### config.mk
export PLATFORM = sky130hd
export DESIGN_NAME = sprite_bitmap_writer
export DESIGN_NICKNAME = d
export VERILOG_FILES = /design/src/rtl/sprite_pkg.sv /design/src/rtl/sprite_bank.sv /design/src/rtl/sprite_bitmap_writer.sv
export SDC_FILE = /design/constraint.sdc
export NUM_CORES = 1
export LEC_CHECK = 0
export BUFFER_PORTS_ARGS = -buffer_cell sky130_fd_sc_hd__buf_2
export CORE_MARGIN = 3
export CORE_UTILIZATION = 57
export DETAILED_ROUTE_END_ITERATION = 7
export PLACE_DENSITY = 0.73
export SYNTH_ARGS = -nofsm -noshare
export SYNTH_HDL_FRONTEND = slang
export SYNTH_SLANG_ARGS = --single-unit
### constraint.sdc
create_clock -name clk -period 2.4 [get_ports clk]
set_input_delay 0.36 -clock clk [delete_from_list [all_inputs] [get_ports clk]]
set_output_delay 0.36 -clock clk [all_outputs]
set_load 0.05 [all_outputs]
### src/rtl/sprite_pkg.sv
// Shared definitions for the sprite bitmap writer: default geometry, FSM encoding, row type.
package sprite_pkg;

    localparam int ROWS_DEF  = 16;
    localparam int WIDTH_DEF = 8;
    localparam int CNT_W_DEF = 8;
    localparam int RW        = $clog2(ROWS_DEF);

    typedef enum logic [1:0] {
        IDLE    = 2'd0,
        LOAD    = 2'd1,
        WAIT_VS = 2'd2,
        COPY    = 2'd3
    } state_t;

    typedef logic [WIDTH_DEF-1:0] row_t;

endpackage

### src/rtl/sprite_bank.sv
// ROWS x WIDTH register bank: one sync write port, a renderer read port and a copy read port
// (both asynchronous), and a synchronous clear.
module sprite_bank
    import sprite_pkg::*;
#(
    parameter int ROWS  = ROWS_DEF,
    parameter int WIDTH = WIDTH_DEF,
    localparam int AW   = $clog2(ROWS)
) (
    input  logic             clk,
    input  logic             clr,
    input  logic             we,
    input  logic [AW-1:0]    waddr,
    input  logic [WIDTH-1:0] wdata,
    input  logic [AW-1:0]    raddr,
    output logic [WIDTH-1:0] rdata,
    input  logic [AW-1:0]    caddr,
    output logic [WIDTH-1:0] cdata
);

    // One extra bit so addresses past ROWS (non power-of-two ROWS) can be rejected.
    localparam logic [AW:0] LIMIT = (AW+1)'(ROWS);

    logic [WIDTH-1:0] mem [ROWS];

    always_ff @(posedge clk) begin
        if (clr) begin
            for (int i = 0; i < ROWS; i++) begin
                mem[i] <= '0;
            end
        end else if (we && ({1'b0, waddr} < LIMIT)) begin
            mem[waddr] <= wdata;
        end
    end

    assign rdata = ({1'b0, raddr} < LIMIT) ? mem[raddr] : '0;
    assign cdata = ({1'b0, caddr} < LIMIT) ? mem[caddr] : '0;

endmodule

### src/rtl/sprite_bitmap_writer.sv
// Double-buffered sprite bitmap: row writes fill the back bank, commit swaps banks on vsync,
// then the new front is copied into the new back. Optional bit-reversal via SPRITE_FLIP_EN.
module sprite_bitmap_writer
    import sprite_pkg::*;
#(
    parameter int ROWS  = ROWS_DEF,
    parameter int WIDTH = WIDTH_DEF,
    parameter int CNT_W = CNT_W_DEF,
    localparam int AW   = $clog2(ROWS)
) (
    input  logic             clk,
    input  logic             reset,
    input  logic             wr_valid,
    output logic             wr_ready,
    input  logic [AW-1:0]    wr_row,
    input  logic [WIDTH-1:0] wr_data,
    input  logic             wr_last,
    input  logic             wr_flip,
    input  logic             vsync,
    input  logic [AW-1:0]    yofs,
    output logic [WIDTH-1:0] bits,
    output logic             commit_pend,
    output logic [CNT_W-1:0] commit_cnt,
    output state_t           dbg_state
);

    // Handshake: a row write transfers on a rising clk edge where wr_valid && wr_ready;
    // wr_ready depends only on state, and the source holds wr_row/wr_data while not ready.

    localparam logic [AW-1:0] LAST_ROW = AW'(ROWS - 1);

    state_t           state, state_nxt;
    logic             front_sel;
    logic             vsync_q;
    logic             vs_rise;
    logic             wr_fire;
    logic [AW-1:0]    copy_idx;
    logic [WIDTH-1:0] wr_row_data;
    logic             back_we;
    logic [AW-1:0]    back_addr;
    logic [WIDTH-1:0] back_data;
    logic [WIDTH-1:0] b0_rdata, b1_rdata, b0_cdata, b1_cdata;
    logic [WIDTH-1:0] copy_src;

    assign vs_rise = vsync & ~vsync_q;
    assign wr_fire = wr_valid & wr_ready;

`ifdef SPRITE_FLIP_EN
    always_comb begin
        wr_row_data = wr_data;
        if (wr_flip) begin
            for (int i = 0; i < WIDTH; i++) begin
                wr_row_data[i] = wr_data[WIDTH-1-i];
            end
        end
    end
`else
    logic unused_flip;
    assign unused_flip = wr_flip;
    assign wr_row_data = wr_data;
`endif

    always_comb begin
        state_nxt   = state;
        wr_ready    = 1'b0;
        commit_pend = 1'b0;
        case (state)
            IDLE, LOAD: begin
                wr_ready = 1'b1;
                if (wr_fire) begin
                    state_nxt = wr_last ? WAIT_VS : LOAD;
                end
            end
            WAIT_VS: begin
                commit_pend = 1'b1;
                if (vs_rise) begin
                    state_nxt = COPY;
                end
            end
            COPY: begin
                if (copy_idx == LAST_ROW) begin
                    state_nxt = IDLE;
                end
            end
            default: state_nxt = IDLE;
        endcase
    end

    always_ff @(posedge clk) begin
        if (reset) begin
            state      <= IDLE;
            front_sel  <= 1'b0;
            commit_cnt <= '0;
            copy_idx   <= '0;
            vsync_q    <= 1'b0;
        end else begin
            state   <= state_nxt;
            vsync_q <= vsync;
            if (state == WAIT_VS && vs_rise) begin
                front_sel  <= ~front_sel;
                commit_cnt <= commit_cnt + 1'b1;
            end
            copy_idx <= (state == COPY && copy_idx != LAST_ROW) ? copy_idx + 1'b1 : '0;
        end
    end

    // The back bank takes either an accepted row write or the copy of the current front row.
    assign copy_src  = front_sel ? b1_cdata : b0_cdata;
    assign back_we   = wr_fire | (state == COPY);
    assign back_addr = (state == COPY) ? copy_idx : wr_row;
    assign back_data = (state == COPY) ? copy_src : wr_row_data;

    sprite_bank #(.ROWS(ROWS), .WIDTH(WIDTH)) u_bank0 (
        .clk   (clk),
        .clr   (reset),
        .we    (back_we & front_sel),
        .waddr (back_addr),
        .wdata (back_data),
        .raddr (yofs),
        .rdata (b0_rdata),
        .caddr (copy_idx),
        .cdata (b0_cdata)
    );

    sprite_bank #(.ROWS(ROWS), .WIDTH(WIDTH)) u_bank1 (
        .clk   (clk),
        .clr   (reset),
        .we    (back_we & ~front_sel),
        .waddr (back_addr),
        .wdata (back_data),
        .raddr (yofs),
        .rdata (b1_rdata),
        .caddr (copy_idx),
        .cdata (b1_cdata)
    );

    assign bits      = front_sel ? b1_rdata : b0_rdata;
    assign dbg_state = state;

endmodule
==> flow_metrics.py <==
metrics = {
    "run_status": {
        "status": "finished with violations",
        "violations": "design-rule violations, negative setup slack",
    },
    "setup_path": {
        "rr_worst_depth": 6,
        "worst-setup-path-type": "reg -> out",
        "reg2reg_to": "u_bank0.mem[4][6]",
        "startpoint": "u_bank0.mem[13][2]",
        "r2r_start": "copy_idx[1]",
        "required_ps": 2040,
        "start_kind": "flip-flop",
        "cp_max_fo": 2,
        "cp.arrival_ps": 2410,
        "cp-end-kind": "primary output",
        "r2r_slack_ps": 70,
    },
    "cts": {
        "clk_path_buf_depth": 3,
        "h-tree-depth": 1,
        "cts_buffers": 29,
        "clock_latency_ps": 560,
        "cts_root_buffer": "clkbuf_16",
        "clock-sinks": 272,
        "clk_pin_slew_ps": 60,
        "tritoncts": "done",
        "hold_buffers": 0,
    },
    "detailed_routing": {
        "vias": 12200,
        "wirelength_um": 49400,
        "dr.pass1.iters": 8,
        "vias_per_cell": 7.52,
        "drc": 3,
        "ant_nets": 0,
        "post_drt_wl_per_cell_um": 30.4,
        "drt_iter0_markers": 1931,
    },
    "power": {
        "p_comb_share_pct": 11.6,
        "p_int_w": 0.00888,
        "pwr-share-clk_pct": 41.8,
        "switchingPower_w": 0.00284,
        "p_leak_nw": 6.45,
        "peakVddDrop_uv": 479,
        "seq_power_share_pct": 46.7,
        "p_sw_share_pct": 24.2,
        "p_per_area_nw_per_um2": 654,
    },
    "cells_and_area": {
        "drive_gt1_share_pct": 30.2,
        "n_antenna_cell": 0,
        "area_delta_synth_final_pct": 19.3,
        "post_layout_nonfiller_instances": 1623,
        "mostFrequentLayoutCells": "edfxtp_1, o22ai_1, buf_4, mux2i_1, mux4_2",
        "fillCellCount": 1720,
        "final_cell_area_um2": 17900,
        "layout_commonest_cell": "edfxtp_1",
        "layout.nets": 1294,
    },
    "job": {
        "cap_violations": 0,
    },
    "logic_synthesis": {
        "yosysUniqueCellTypes": 58,
        "synth-seq-cells": 272,
        "synthTopCellsByArea": "edfxtp_1, mux4_2, o22ai_1, mux2i_1, nor2_1",
        "synth_top_area_cell": "edfxtp_1",
        "synth.avg_cell_area_um2": 13.1,
        "synth_top_area_share_pct": 51.2,
        "yosysSeqAreaShare_pct": 53.4,
        "async_reset_ff_share_pct": 0,
        "syn_area_um2": 15000,
        "ys.warnings.count": 0,
        "synth_top_flop_cell": "edfxtp_1",
        "synth_fp_nets": 1167,
        "synth-edff-count": 256,
        "netlist_instances": 1143,
    },
    "hold_path": {
        "min_to": "vsync_q",
        "hp-start": "vsync",
        "hold_class": "in -> reg",
        "whs_path_depth": 3,
    },
    "global_routing": {
        "grt_first_pass_wirelength_um": 73400,
        "grt_overflow": 0,
        "grt_max_degree": 36,
        "grt_usage_pct": 34.3,
        "antenna_found_initial": 0,
        "first_global_vias": 11700,
    },
    "timing": {
        "setup_slack_ps": -370,
        "worst_pin_slew_ps": 728,
        "max_freq_ghz": 0.361,
        "rsz0062_at_grt": "true",
        "fin_crit_sh_pct": 115,
        "hold_viol": 0,
        "setup_violations": 8,
        "slew_headroom_pct": 51.4,
        "skew_ps": 12.4,
        "slew_violations": 0,
        "fin_crit_ps": 2770,
    },
    "floorplan": {
        "num_rows": 58,
        "die_w_um": 168,
        "initial_utilization_pct": 58.7,
        "io_pins": 42,
        "die_area_um2": 28300,
        "core_um2": 25500,
        "fp.dieH_um": 168,
    },
    "placement": {
        "dpl.hpwl_um": 35000,
        "numPortBuffers": 40,
        "dpl_cell_area_um2": 16500,
        "dp_cells": 1555,
        "globalplace.congestion": 0.978,
    },
}
## how the worst max path moves through the flow
stage | to | slack (ps) | cells after the start
after CTS | bits[5] | -330 | 6
final | bits[2] | -370 | 6
after detailed placement | bits[5] | -360 | 8
after global routing | bits[2] | -400 | 6
after global placement | bits[5] | -380 | 8
after floorplan | bits[6] | 8 | 6
## worst max-delay path: stages (launching register included)
cell and delay, ps:
edfxtp_1 450, mux4_2 500, a22o_1 270, a221oi_2 210, buf_4 190, nand3_4 70, buf_8 160
## registers in the layout, indices dropped and copies added, names as in the netlist
| name | flops |
|---|---|
| copy_idx | 4 |
| dbg_state | 2 |
| commit_cnt | 8 |
| u_bank1.mem | 128 |
| vsync_q | 1 |
| front_sel | 1 |
| u_bank0.mem | 128 |
## cell usage after synthesis (all sizes together), types with 11 or more instances
master,count
dfxtp,16
clkbuf,43
nand2,75
a22oi,33
nor2,87
mux4,94
mux2i,99
a21o,11
edfxtp,256
o22ai,184
o21bai,18
buf,45
and2,11
nand3,37
## through the flow
stage	power, W	utilization, %	TNS (ps)	setup WS (ps)	hold slack (ps)
4_1_cts	0.0116	69.5	-2290	-332	33.5
6_report	0.0117	70.1	-2480	-370	38.3
5_1_grt	0.0120	70.1	-2740	-397	64.7
2_1_floorplan	0.00626	-	0	8.20	482
3_5_place_dp	0.00679	64.7	-2740	-362	514
3_3_place_gp	0.00675	64.7	-2520	-381	494
## power groups by stage
stage               combinational [W]  sequential, W  clock [W]
detailed placement            0.00123        0.00556          0
floorplan                    0.000744        0.00551          0
global placement              0.00121        0.00554          0
CTS                           0.00129        0.00546    0.00488
global route                  0.00140        0.00548    0.00509
finish                        0.00135        0.00547    0.00490
## layout make-up
cell class / count / area, µm² / area share [%]
clock buffer: 35 / 758 / 4.23
clock inverter: 19 / 274 / 1.53
inverter: 9 / 33.8 / 0.189
multi-input combinational: 774 / 6820 / 38.1
sequential: 272 / 8020 / 44.8
tap: 330 / 413 / 2.31
timing repair buffer: 184 / 1590 / 8.86
## what timing repair did
| item | 4_1_cts | 5_1_grt |
|---|---|---|
| cloned | 0 | 1 |
| setup buffers | 8 | 5 |
| setup endpoints to repair | 25 | 33 |
| gates resized for setup | 31 | 18 |
| pin swaps | 11 | 1 |
## routing by layer
metal	vias to the layer above	share of wire [%]	track usage (%)
met2	1144	43	50.8
li1	4974	-	-
met4	0	4.8	14.3
met3	141	16	9.74
met1	5954	35	48.4
met5	-	0	0
## cell families after synthesis
| kind of cell | after synthesis | synth area share [%] |
|---|---|---|
| flip-flops | 272 | 53.4 |
| adder cells (fa/ha/maj) | 2 | 0.167 |
| AND/OR/NAND/NOR | 257 | 7.91 |
| buffers and inverters | 97 | 2.93 |
| XOR/XNOR | 10 | 0.584 |
| AO/OA/AOI/OAI | 309 | 14.1 |
| multiplexers | 196 | 20.9 |
Note: power is estimated with default switching activity, not from simulation.
